===== src/rtl/mux_arb_nx1_if.sv =====
// Handshake bundle between N producers, the N-to-1 mux and its single consumer.
// The mux sits on the slave modport; the surrounding producers/consumer drive the master side.
interface mux_arb_nx1_if #(
  parameter int unsigned WIDTH = 8,
  parameter int unsigned N     = 3
);
  localparam int unsigned CTRL_W = (N > 1) ? $clog2(N) : 1;

  logic [N*WIDTH-1:0] in_data;
  logic [N-1:0]       in_valid;
  logic [N-1:0]       in_ready;
  logic [CTRL_W-1:0]  ctrl;
  logic [WIDTH-1:0]   out;
  logic               out_valid;
  logic               out_ready;
  logic [CTRL_W-1:0]  out_src;

  modport master (
    output in_data, in_valid, ctrl, out_ready,
    input  in_ready, out, out_valid, out_src
  );

  modport slave (
    input  in_data, in_valid, ctrl, out_ready,
    output in_ready, out, out_valid, out_src
  );
endinterface


===== src/rtl/mux_arb_nx1.sv =====
// Registered N-to-1 mux with per-channel valid/ready handshakes.
// MODE 0 selects the channel named by ctrl; MODE 1 arbitrates round-robin among valid inputs.
module mux_arb_nx1 #(
  parameter int unsigned WIDTH = 8,
  parameter int unsigned N     = 3,
  parameter int unsigned MODE  = 0
) (
  input logic          clk,
  input logic          reset,
  mux_arb_nx1_if.slave bus
);
  localparam int unsigned CTRL_W = (N > 1) ? $clog2(N) : 1;

  logic [WIDTH-1:0]  out_q, out_d;
  logic              out_valid_q, out_valid_d;
  logic [CTRL_W-1:0] out_src_q, out_src_d;
  logic [CTRL_W-1:0] rr_ptr_q, rr_ptr_d;

  logic              load_en;
  logic              hit;
  logic [CTRL_W-1:0] sel;
  logic [WIDTH-1:0]  sel_data;
  logic [N-1:0]      in_ready_c;

  // A FULL register may only be replaced when the consumer takes it this cycle.
  assign load_en = ~out_valid_q | bus.out_ready;

  always_comb begin
    hit = 1'b0;
    sel = '0;
    if (MODE == 0) begin
      // ctrl values >= N match no channel, so hit stays low and nothing loads.
      for (int i = 0; i < N; i++) begin
        if (bus.ctrl == CTRL_W'(i)) begin
          hit = bus.in_valid[i];
          sel = CTRL_W'(i);
        end
      end
    end else begin
      // Rotating priority without modulo: channels at/above rr_ptr first, then the wrap.
      for (int i = 0; i < N; i++) begin
        if (!hit && bus.in_valid[i] && (CTRL_W'(i) >= rr_ptr_q)) begin
          hit = 1'b1;
          sel = CTRL_W'(i);
        end
      end
      for (int i = 0; i < N; i++) begin
        if (!hit && bus.in_valid[i] && (CTRL_W'(i) < rr_ptr_q)) begin
          hit = 1'b1;
          sel = CTRL_W'(i);
        end
      end
    end
  end

  always_comb begin
    sel_data   = '0;
    in_ready_c = '0;
    for (int i = 0; i < N; i++) begin
      if (sel == CTRL_W'(i)) begin
        sel_data      = bus.in_data[i*WIDTH +: WIDTH];
        in_ready_c[i] = load_en & hit;
      end
    end
  end

  always_comb begin
    out_d       = out_q;
    out_valid_d = out_valid_q;
    out_src_d   = out_src_q;
    rr_ptr_d    = rr_ptr_q;
    if (load_en) begin
      if (hit) begin
        out_d       = sel_data;
        out_src_d   = sel;
        out_valid_d = 1'b1;
        if (MODE == 1) begin
          rr_ptr_d = (sel == CTRL_W'(N - 1)) ? '0 : sel + CTRL_W'(1);
        end
      end else begin
        out_valid_d = 1'b0;
      end
    end
  end

  always_ff @(posedge clk or posedge reset) begin
    if (reset) begin
      out_q       <= '0;
      out_valid_q <= 1'b0;
      out_src_q   <= '0;
      rr_ptr_q    <= '0;
    end else begin
      out_q       <= out_d;
      out_valid_q <= out_valid_d;
      out_src_q   <= out_src_d;
      rr_ptr_q    <= rr_ptr_d;
    end
  end

  assign bus.out       = out_q;
  assign bus.out_valid = out_valid_q;
  assign bus.out_src   = out_src_q;
  assign bus.in_ready  = in_ready_c;
endmodule


===== src/flat_wrapper.sv =====
// flat-port wrapper written by rule: the top's interface ports become plain ports
module mux_arb_nx1_flat 
#(
  parameter int unsigned WIDTH = 8,
  parameter int unsigned N     = 3,
  parameter int unsigned MODE  = 0
)
  (clk, reset, bus_in_data, bus_in_valid, bus_ctrl, bus_out_ready, bus_in_ready, bus_out, bus_out_valid, bus_out_src);
  mux_arb_nx1_if #(.WIDTH(WIDTH), .N(N)) bus_i ();
  input logic clk;
  input logic reset;
  input wire logic [$bits(bus_i.in_data)-1:0] bus_in_data;
  input wire logic [$bits(bus_i.in_valid)-1:0] bus_in_valid;
  input wire logic [$bits(bus_i.ctrl)-1:0] bus_ctrl;
  input wire logic [$bits(bus_i.out_ready)-1:0] bus_out_ready;
  output wire logic [$bits(bus_i.in_ready)-1:0] bus_in_ready;
  output wire logic [$bits(bus_i.out)-1:0] bus_out;
  output wire logic [$bits(bus_i.out_valid)-1:0] bus_out_valid;
  output wire logic [$bits(bus_i.out_src)-1:0] bus_out_src;
  assign bus_i.in_data = bus_in_data;
  assign bus_i.in_valid = bus_in_valid;
  assign bus_i.ctrl = bus_ctrl;
  assign bus_i.out_ready = bus_out_ready;
  assign bus_in_ready = bus_i.in_ready;
  assign bus_out = bus_i.out;
  assign bus_out_valid = bus_i.out_valid;
  assign bus_out_src = bus_i.out_src;
  mux_arb_nx1 #(.WIDTH(WIDTH), .N(N), .MODE(MODE)) u_core (.clk(clk), .reset(reset), .bus(bus_i));
endmodule

===== config.mk =====
export PLATFORM = sky130hd
export DESIGN_NAME = mux_arb_nx1_flat
export DESIGN_NICKNAME = d
export VERILOG_FILES = /design/src/rtl/mux_arb_nx1_if.sv /design/src/rtl/mux_arb_nx1.sv /design/src/flat_wrapper.sv
export SDC_FILE = /design/constraint.sdc
export NUM_CORES = 1
export LEC_CHECK = 0
export CORE_MARGIN = 3
export CORE_UTILIZATION = 33
export DETAILED_ROUTE_END_ITERATION = 12
export HOLD_SLACK_MARGIN = 0.02
export PLACE_DENSITY = 0.81
export SYNTH_ARGS = -nofsm -noshare
export SYNTH_HDL_FRONTEND = slang
export SYNTH_SLANG_ARGS = --single-unit

===== constraint.sdc =====
create_clock -name clk -period 1.2 [get_ports clk]
set_input_delay 0.12 -clock clk [delete_from_list [all_inputs] [get_ports clk]]
set_output_delay 0.12 -clock clk [all_outputs]
set_load 0.005 [all_outputs]

# After elaboration in Yosys (flattened, before gate mapping)
# Cells that the tools add are included.
# word_totals
regBits	11
inputBits	32
out_inout_bits	14
wordCells	25
# classes
eq_ne	4
mux	12
n_bitwise	3
reduce_logical	3
# ops
cell	n
2-to-1 mux 8 bit	3
2-to-1 mux 1 bit	8
equality test 2 x 1 -> 1 bit, second input constant	2
equality test 2 bit, second input constant	2
zero test 2 bit	2
2-to-1 mux 2 bit	1
AND reduction 2 bit	1
bitwise AND 1 bit	1
inverter 1 bit	1
bitwise OR 1 bit	1

# Logic depth before layout (Yosys ltp)
# depth
word_depth	7
depth_mapped	7
depth_no_buf	5

# Least setup slack after synthesis
# OpenSTA, ideal clock, no wires.
# synth_path
path_type	input port to flip-flop
start	input bus_ctrl[0]
end	register u_core.out_q[1] (netlist: u_core.bus.out[1])
setup_ns	0.125
arrival_ns	1.289
required_ns	1.075
setup_slack_ns	-0.215
path_stages	7
path_buffers	2
path_cell_list	inv_1 ha_1 buf_6 a21o_1 o211a_4 buf_6 mux2_4
# synth_between
word_cells_on_any_way	15
cone_classes	eq/ne (4); mux (8); reduce/logical (3)
# synth_rtl
element	line	rtl
from (decl)	flat_wrapper.sv:14	input wire logic [$bits(bus_i.ctrl)-1:0] bus_ctrl;
equality test 2 bit *	mux_arb_nx1.sv:34	if (bus.ctrl == CTRL_W'(i)) begin
2-to-1 mux 2 bit *	mux_arb_nx1.sv:34	
via u_core.sel[1]	mux_arb_nx1.sv:21	logic [CTRL_W-1:0] sel;
zero test 2 bit	mux_arb_nx1.sv:60	if (sel == CTRL_W'(i)) begin
2-to-1 mux 8 bit (2 in series)	mux_arb_nx1.sv:60	
2-to-1 mux 8 bit *	mux_arb_nx1.sv:60	
to (signal assigned)	mux_arb_nx1.sv:93	out_q <= out_d;
to (decl)	mux_arb_nx1.sv:14	logic [WIDTH-1:0] out_q, out_d;
# The timed path passes the listed nets; every way through them passes the cells marked *.
# A chain may end at the register's enable or synchronous reset.

# Worst setup path in the final report
# layout_path
start	register u_core.out_valid_q (netlist: u_core.bus.out_valid)
end	output bus_in_ready[0]
# layout_between
elab_chain_len	4
# layout_lines
element	line	rtl
from (decl)	mux_arb_nx1.sv:15	logic out_valid_q, out_valid_d;
from (signal assigned)	mux_arb_nx1.sv:94	out_valid_q <= out_valid_d;
inverter 1 bit	mux_arb_nx1.sv:26	assign load_en = ~out_valid_q | bus.out_ready;
bitwise OR 1 bit	mux_arb_nx1.sv:26	
bitwise AND 1 bit	mux_arb_nx1.sv:62	in_ready_c[i] = load_en & hit;
2-to-1 mux 1 bit	mux_arb_nx1.sv:60	
to (decl)	flat_wrapper.sv:16	output wire logic [$bits(bus_i.in_ready)-1:0] bus_in_ready;
# No other way between the ends.

==> flow_summary.ini <==
[sta]
fin_crit_ns = 1.38
worst_hold_slack_ns = 0.150
finalMaxSlewViolations = 0
fin_skew_ns = 0.00297
final-hold-violation-count = 0
period_share_pct = 115
relSlewSlack_pct = 71.8
tns_ns = -1.57
grt_setup_unrepaired = yes
setup_viol = 12
fmax_ghz = 0.724
worst_pin_slew_ns = 0.423
layout_setup_ws_ns = -0.182

[route]
ant_nets = 0
num_vias = 755
dr.pass1.iters = 1
wl_mm = 2.10
avgRoutedWirePerCell_um = 13.0
avgViaCountPerCell = 4.66
drc = 0
first_iter_violations = 0

[power_and_ir_drop]
p_leak_uw = 0.000650
vdd_drop_max_mv = 0.729
p_per_area_nw_per_um2 = 987

[critical_path]
endpoint_kind = primary output
crit_type = reg2out
arrival_ns = 1.26
cp_max_fo = 4
crit_path_start_kind = flop
reg2reg_setup_slack_ns = -0.15
required_ns = 1.08

[cts]
cts_max_level = 1
cts_buffers = 3
cts_tree = done
worstSkewPairLatency_ns = 0.26
clk_path_buf_depth = 2
clock-sinks = 11
cts.clk_slew.worst_paths_ns = 0.07
cts-root-buf = clkbuf_4

[floorplan]
die_w_um = 54.6
ios = 46
coreArea_sq_um = 2100
dieArea_sq_um = 2980
die_h_um = 54.6
start_util_pct = 37.0
rows = 16

[global_route]
antenna_found_initial = 0
first_global_vias = 813
grt_pass1_wl_mm = 3.41
grt_start_max_net_pins = 13
grt_usage_pct = 16.2
overflow = 0

[logic_synthesis]
synthTopCellsByCount = 16 x a21oi_1, 11 x dfrtp_1, 9 x nor2b_1, 8 x or3b_1, 7 x mux2_4
synth_xor_area_share_pct = 0
synth_mux_area_share_pct = 16.4
synth-adder-area-share_pct = 4.82
synth_edf_count = 0
synth_top_cell_by_area = dfrtp_1
synthesis.area_sq_um = 778
synth_warnings = 0
syn-num-nets = 110
yosysSeqAreaShare_pct = 35.4
netlist.area_leader.share_pct = 35.4
synth_ff_type = dfrtp_1
synth_compound_area_share_pct = 15.1
yosys.cell_count.top_type = a21oi_1
synth_top_family_by_area = simple AND/OR/NAND/NOR gates
synthArstFlopShare_pct = 100
synth_area_leaders = dfrtp_1 35%, mux2_4 14%, a21oi_1 10%, or3b_1 9.0%, nor2b_1 7.2%
ys_seq_elements = 11
avgSynthCellArea_sq_um = 10.4
postSynthCellCount = 75
synth.distinct_cells = 19
yosys.area_share.simple_pct = 21.1

[cells_and_area]
antennaDiodeCount = 0
nNetsFinal = 171
areaGrowthSynthToFinish_pct = 81.7
fin_cells = 162
drive_gt1_share_pct = 31.1

[run]
cap_violations = 0

[outcome]
violations = setup timing
status = finished with violations

[min_path]
hp-class = in2async

[placed_design]
dp.cells = 150
dp_hpwl_mm = 1.72
place_congestion = 0.713
io_buffers = 45
## cells by family after synthesis
logic type / Yosys count
AND/OR/NAND/NOR: 23
AO/OA/AOI/OAI: 20
flip-flops: 11
buffers and inverters: 9
multiplexers: 9
adder cells (fa/ha/maj): 3
## registers in the layout, indices dropped and copies added, names as in the netlist
name / cells
u_core.bus.out_valid: 1
u_core.bus.out_src: 2
u_core.bus.out: 8
## through the flow
stage | total power [uW] | util (%) | setup slack, ns | instance area (sq um)
after floorplan | 788 | - | -0.182 | 822
after global placement | 1140 | 62.9 | -0.895 | 1320
after detailed placement | 1150 | 62.9 | -0.915 | 1320
after CTS | 1390 | 65.8 | -0.181 | 1380
after global routing | 1490 | 67.3 | -0.265 | 1410
final | 1400 | 67.3 | -0.182 | 1410
## final timing paths
path,start,to,depth (start not counted)
worst min register to register,u_core.bus.out[7],u_core.bus.out[7],1
worst min-delay path,reset,u_core.bus.out_src[0],2
min in group clk,bus_ctrl[1],u_core.bus.out_valid,6
worst max-delay path,u_core.bus.out_valid,bus_in_ready[0],5
worst max register to register,u_core.bus.out_valid,u_core.bus.out[0],5
max in group asynchronous,reset,u_core.bus.out[7],2
## final cells by class
type	count	area, sq um
well taps	27	33.8
multi-input cells	55	489
repair buffers	61	562
inverters	4	27.5
clock buffers	4	26.3
fillers	193	688
flip-flops and latches	11	275
## cells in the final DEF, fill, tap and decap left out
| cell | n |
|---|---|
| o211a_4 | 1 |
| clkdlybuf4s50_1 | 29 |
| inv_12 | 1 |
| a21oi_1 | 16 |
| nand2_1 | 1 |
| dfrtp_1 | 11 |
| dlygate4sd2_1 | 11 |
| clkdlybuf4s15_2 | 1 |
| nor2b_4 | 1 |
| a21o_1 | 1 |
| o21ai_0 | 1 |
| ha_4 | 2 |
| mux2_4 | 7 |
| inv_2 | 1 |
| mux2_2 | 2 |
| and3b_1 | 1 |
| buf_4 | 13 |
| clkbuf_4 | 3 |
| buf_6 | 5 |
| or3b_1 | 8 |
| buf_2 | 2 |
| and3_4 | 1 |
| nor2b_1 | 8 |
| inv_1 | 2 |
| and2_4 | 1 |
| nand2b_1 | 2 |
| o21bai_1 | 1 |
| clkbuf_1 | 1 |
| ha_2 | 1 |
## layer usage
layer | GRT usage, % | vias up | wire length [um]
met2 | 30.1 | 32 | 1070
met4 | 7.47 | 0 | 38
li1 | - | 381 | -
met3 | 2.18 | 4 | 128
met5 | 0 | - | 0
met1 | 18.0 | 338 | 863
## where the power goes
part	internal, uW	total [uW]	switching (uW)
Clock	129	247	118
Combinational	433	639	206
Sequential	464	510	45.5
Total	1030	1400	369
## critical path: stages, from the launching register on
cell and delay, ns:
dfrtp_1 0.37, nand2b_1 0.11, buf_6 0.11, o211a_4 0.17, nor2b_4 0.12, buf_2 0.11
## repair_timing
item                       CTS  global route
gates resized for setup     32             6
cloned                       0             0
setup endpoints to repair   25            12
hold buffers                 0             0
pin swaps                    4             0
buffers inserted             6             2
(Power assumes the default switching activity.)
